**src/rtl/saes_pkg.sv**
```systemverilog
// Shared S-AES constants for the key schedule: the nibble S-box, the round
// constants and the key-expansion FSM states.
package saes_pkg;

  // The entry for nibble index i sits in bits [4*i+3 : 4*i].
  localparam logic [63:0] SBOX_TABLE = 64'h7FEC_3026_581D_BA49;

  localparam logic [7:0] RCON1 = 8'h80;
  localparam logic [7:0] RCON2 = 8'h30;

  typedef enum logic [1:0] {
    IDLE = 2'd0,
    RND1 = 2'd1,
    RND2 = 2'd2,
    DONE = 2'd3
  } state_t;

  function automatic logic [3:0] sbox(input logic [3:0] n);
    return SBOX_TABLE[{n, 2'b00} +: 4];
  endfunction

  function automatic logic [7:0] rot_nib(input logic [7:0] b);
    return {b[3:0], b[7:4]};
  endfunction

endpackage

```
**src/rtl/sub_nibble.sv**
```systemverilog
// Applies the S-AES S-box to each nibble of a byte independently.
module sub_nibble
  import saes_pkg::*;
(
  input  logic [7:0] din,
  output logic [7:0] dout
);

  genvar gi;
  generate
    for (gi = 0; gi < 2; gi++) begin : g_nib
      assign dout[gi*4 +: 4] = sbox(din[gi*4 +: 4]);
    end
  endgenerate

endmodule

```
**src/rtl/key_expansion.sv**
```systemverilog
// S-AES key schedule: one round key per cycle through a single shared
// nibble-substitution unit, 2 cycles from the accepting edge.
module key_expansion
  import saes_pkg::*;
(
  input  logic        clk,
  input  logic        rst,
  input  logic        start,
  input  logic [15:0] cipher_key,
  output logic        ready,
  output logic [15:0] key0,
  output logic [15:0] key1,
  output logic [15:0] key2,
  output logic        keys_valid
);

  state_t      state_reg, state_next;
  logic [15:0] key0_reg, key0_next;
  logic [15:0] key1_reg, key1_next;
  logic [15:0] key2_reg, key2_next;
  logic        valid_reg, valid_next;

  logic [7:0]  sub_in, sub_out;
  logic [7:0]  w_even, w_odd;

  // RND1 derives {w2,w3} from {w0,w1}; RND2 derives {w4,w5} from {w2,w3}.
  assign sub_in = (state_reg == RND1) ? rot_nib(key0_reg[7:0]) : rot_nib(key1_reg[7:0]);

  sub_nibble u_sub_nibble (
    .din  (sub_in),
    .dout (sub_out)
  );

  always_comb begin
    w_even = 8'h00;
    w_odd  = 8'h00;
    if (state_reg == RND1) begin
      w_even = key0_reg[15:8] ^ RCON1 ^ sub_out;
      w_odd  = w_even ^ key0_reg[7:0];
    end else begin
      w_even = key1_reg[15:8] ^ RCON2 ^ sub_out;
      w_odd  = w_even ^ key1_reg[7:0];
    end
  end

  always_comb begin
    state_next = state_reg;
    key0_next  = key0_reg;
    key1_next  = key1_reg;
    key2_next  = key2_reg;
    valid_next = valid_reg;
    case (state_reg)
      IDLE, DONE: begin
        if (start) begin
          key0_next  = cipher_key;
          valid_next = 1'b0;
          state_next = RND1;
        end
      end
      RND1: begin
        key1_next  = {w_even, w_odd};
        state_next = RND2;
      end
      RND2: begin
        key2_next  = {w_even, w_odd};
        valid_next = 1'b1;
        state_next = DONE;
      end
      default: state_next = IDLE;
    endcase
  end

  always_ff @(posedge clk) begin
    if (rst) begin
      state_reg <= IDLE;
    end else begin
      state_reg <= state_next;
    end
  end

  always_ff @(posedge clk) begin
    if (rst) begin
      key0_reg  <= 16'h0000;
      key1_reg  <= 16'h0000;
      key2_reg  <= 16'h0000;
      valid_reg <= 1'b0;
    end else begin
      key0_reg  <= key0_next;
      key1_reg  <= key1_next;
      key2_reg  <= key2_next;
      valid_reg <= valid_next;
    end
  end

  assign ready      = (state_reg == IDLE) || (state_reg == DONE);
  assign key0       = key0_reg;
  assign key1       = key1_reg;
  assign key2       = key2_reg;
  assign keys_valid = valid_reg;

endmodule

```
**config.mk**
```make
export PLATFORM = sky130hd
export DESIGN_NAME = key_expansion
export DESIGN_NICKNAME = d
export VERILOG_FILES = /design/src/rtl/saes_pkg.sv /design/src/rtl/sub_nibble.sv /design/src/rtl/key_expansion.sv
export SDC_FILE = /design/constraint.sdc
export NUM_CORES = 1
export LEC_CHECK = 0
export BUFFER_PORTS_ARGS = -buffer_cell sky130_fd_sc_hd__buf_2
export CAP_MARGIN = 20
export CORE_ASPECT_RATIO = 0.7
export CORE_MARGIN = 1
export CORE_UTILIZATION = 28
export CTS_BUF_LIST = sky130_fd_sc_hd__clkbuf_16
export DETAILED_ROUTE_END_ITERATION = 8
export SLEW_MARGIN = 20
export SYNTH_ARGS = -nofsm -noshare
export SYNTH_HDL_FRONTEND = slang
export SYNTH_SLANG_ARGS = --single-unit
```
**constraint.sdc**
```tcl
create_clock -name clk -period 3.6 [get_ports clk]
set_input_delay 0.36 -clock clk [delete_from_list [all_inputs] [get_ports clk]]
set_output_delay 0.36 -clock clk [all_outputs]
set_load 0.02 [all_outputs]
```
==> impl_metrics.json <==
{
  "min_to": "key0[12]",
  "irDropWorstVdd_mv": 0.406,
  "drive_gt1_share_pct": 21.7,
  "grt_start_max_net_pins": 55,
  "finClkSkew_ps": 6.94,
  "wl_met3_microns": 652,
  "r2r_setup_slack_ps": 710,
  "cts_setup_buffers": 0,
  "drt-met1-wl_microns": 5120,
  "tightest_slew_ps": 1040,
  "cts_root_buffer": "clkbuf_16",
  "yosys_warnings": 0,
  "hold_viol": 0,
  "synth_top_cell_by_area": "dfxtp_1",
  "syn_inst": 410,
  "first_pass_iters": 4,
  "p_comb_share_pct": 62.5,
  "fp.coreArea_sq_um": 11900,
  "ff2ff_path_depth": 12,
  "vias": 3061,
  "layout.nets": 493,
  "worstSetupPathType": "reg -> reg",
  "synth_top_area_share_pct": 29.7,
  "maxCapViolations": 0,
  "place_area_sq_um": 3870,
  "synth_top_family_by_area": "compound AO/OA/AOI/OAI gates",
  "dieArea_sq_um": 12700,
  "syn_nets": 444,
  "p_seq_share_pct": 25.3,
  "ys_top_cells_by_area": "dfxtp_1 (30%), xnor2_1 (7.1%), mux2i_1 (7.0%)",
  "rows": 33,
  "port_buffers": 68,
  "switching_power_uw": 2030,
  "syn-cell-area_sq_um": 3440,
  "synth_cell_types": 50,
  "drt_iter0_markers": 226,
  "intPower_uw": 2070,
  "status": "finished, final reports clean",
  "total_power_uw": 4100,
  "regToRegEndpoint": "key2[6]",
  "synth_fa_ha_area_share_pct": 5.46,
  "n_antenna_cell": 0,
  "overflow": 0,
  "synth-edff-count": 0,
  "grt_pass1_wl_microns": 15700,
  "die_w_microns": 134,
  "min_period_ps": 2890,
  "numCtsBuffers": 5,
  "whs_ps": 285,
  "synth_xor_area_share_pct": 11.7,
  "clkPwrFrac_pct": 12.2,
  "worst_skew_pair.late_latency_ps": 300,
  "fillers": 1266,
  "synthArstFlopShare_pct": 0,
  "viasPerCell": 4.96,
  "cp-end-kind": "flop",
  "rsz0062_at_grt": "false",
  "die_y_microns": 94.7,
  "grt_pass1_vias": 2834,
  "yosysSeqAreaShare_pct": 29.7,
  "timing.slew.headroom_pct": 30.4,
  "max_clock_freq_ghz": 0.345,
  "routed_wl_microns": 9970,
  "synth.top_cells.by_count": "dfxtp_1 (51), nand2_1 (50), nor2_1 (39)",
  "power_leakage_uw": 0.00163,
  "hold_path_class": "in -> reg",
  "grt_util_all_layers_pct": 16.1,
  "whs_path_depth": 3,
  "design_area_sq_um": 4020,
  "top_layer_used": "met4",
  "synth_seq_cells": 51,
  "path_clk_slew_ps": 80,
  "finalSetupViolCount": 0,
  "muxShareOfSynthArea_pct": 11.3,
  "synth_area_per_cell_sq_um": 8.39,
  "htreeDepth": 2,
  "crit_fanout": 17,
  "cts_tree": "yes",
  "worst_slack_ps": 705,
  "dp_slack_ps": 729,
  "yosysMostFrequentCell": "dfxtp_1",
  "swShare_pct": 49.5,
  "synth-main-ff-cell": "dfxtp_1",
  "hp-start": "cipher_key[12]",
  "fin_tns_setup_ps": 0,
  "postRouteAntennaNets": 0,
  "cts.sinks": 51,
  "area_growth_pct": 16.8,
  "fin_crit_sh_pct": 80.4,
  "cts_resized": 0,
  "p_per_area_nw_per_um2": 1020,
  "drc": 0,
  "maxSlewViolCount": 0,
  "antenna_found_initial": 0,
  "dr_wl_met2_microns": 4090,
  "hold_buffers": 0,
  "routabilityCongestion": 0.860,
  "wire_per_inst_microns": 16.2,
  "ios": 69,
  "hpwlAfterDp_microns": 7610,
  "start_util_pct": 29.0,
  "rr_startpoint": "state_reg[1]",
  "synth-simple-area-share_pct": 18.1,
  "crit_arrival_ps": 3140,
  "critPathRequiredTime_ps": 3850,
  "synth_compound_area_share_pct": 18.4,
  "start_kind": "flop",
  "ctsLongestPathBuffers": 2
}
[placed cells by master, fill, tap and decap left out, types with 3 or more instances in the layout]
cell type	netlist	routed
buf_2	9	68
dfxtp_1	51	51
nand2_1	50	50
nor2_1	39	39
a21oi_1	37	37
xnor2_1	28	28
mux2i_1	24	24
a211oi_1	15	15
ha_1	15	14
xor2_1	13	13
inv_1	11	11
nand2b_1	10	10
nor2b_1	9	9
nor3_1	9	9
o21ai_0	8	8
clkbuf_16	0	5
o221a_2	4	4
o22a_1	4	4
buf_4	3	4
mux2i_4	3	3
nand3b_1	3	3
a2111oi_2	3	3
nand3_1	3	3
nor4_1	3	3
[metal layers]
metal  GRT usage (%)  vias up
met4            4.31        0
met1            24.1     1431
met3            3.27       12
met2            22.8       95
li1                -     1523
met5               0        -
[per-stage QoR]
| stage | util (%) | std cells |
|---|---|---|
| after floorplan | - | 410 |
| after global placement | 32.6 | 609 |
| after detailed placement | 32.6 | 609 |
| after CTS | 33.9 | 617 |
| after global routing | 33.9 | 617 |
| final | 33.9 | 617 |
[cells by family (layout without fill, tap and decap cells)]
kind of cell,Yosys count,after routing
AO/OA/AOI/OAI,92,92
adder cells (fa/ha/maj),15,15
AND/OR/NAND/NOR,135,135
XOR/XNOR,43,43
buffers and inverters,41,91
flip-flops,51,51
multiplexers,33,33
[final cells by class]
cell class | instances | area, sq um | share of cell area [%]
clock buffer | 5 | 125 | 3.12
clock inverter | 3 | 25.0 | 0.623
inverter | 11 | 41.3 | 1.03
multi-input combinational | 318 | 2240 | 55.7
sequential | 51 | 1020 | 25.4
tap | 157 | 196 | 4.89
timing repair buffer | 72 | 370 | 9.22
[worst max-delay path by stage]
stage | start | to | cells after the start
after floorplan | state_reg[1] | key2[5] | 16
after global placement | state_reg[1] | key2[0] | 9
after detailed placement | state_reg[1] | key2[6] | 12
after CTS | state_reg[1] | key2[6] | 12
after global routing | state_reg[1] | key2[6] | 12
final | state_reg[1] | key2[6] | 12
[critical path, cell delays in order (launching register included)]
cell and delay [ps]:
dfxtp_1 330, inv_1 60, ha_2 350, buf_4 290, nand2_1 80, nand2_1 140
ha_1 290, inv_1 60, mux2i_1 120, a21oi_2 370, nor4_1 120, a2111oi_2 370
o221a_2 240
[power groups by stage]
stage	logic [uW]	clock network, uW	registers, uW
after detailed placement	2540	0	1050
after global routing	2790	534	1070
after CTS	2560	508	1040
final	2560	500	1040
after floorplan	1850	0	1110
after global placement	2480	0	1040
Power figures use the tool's default switching activity.
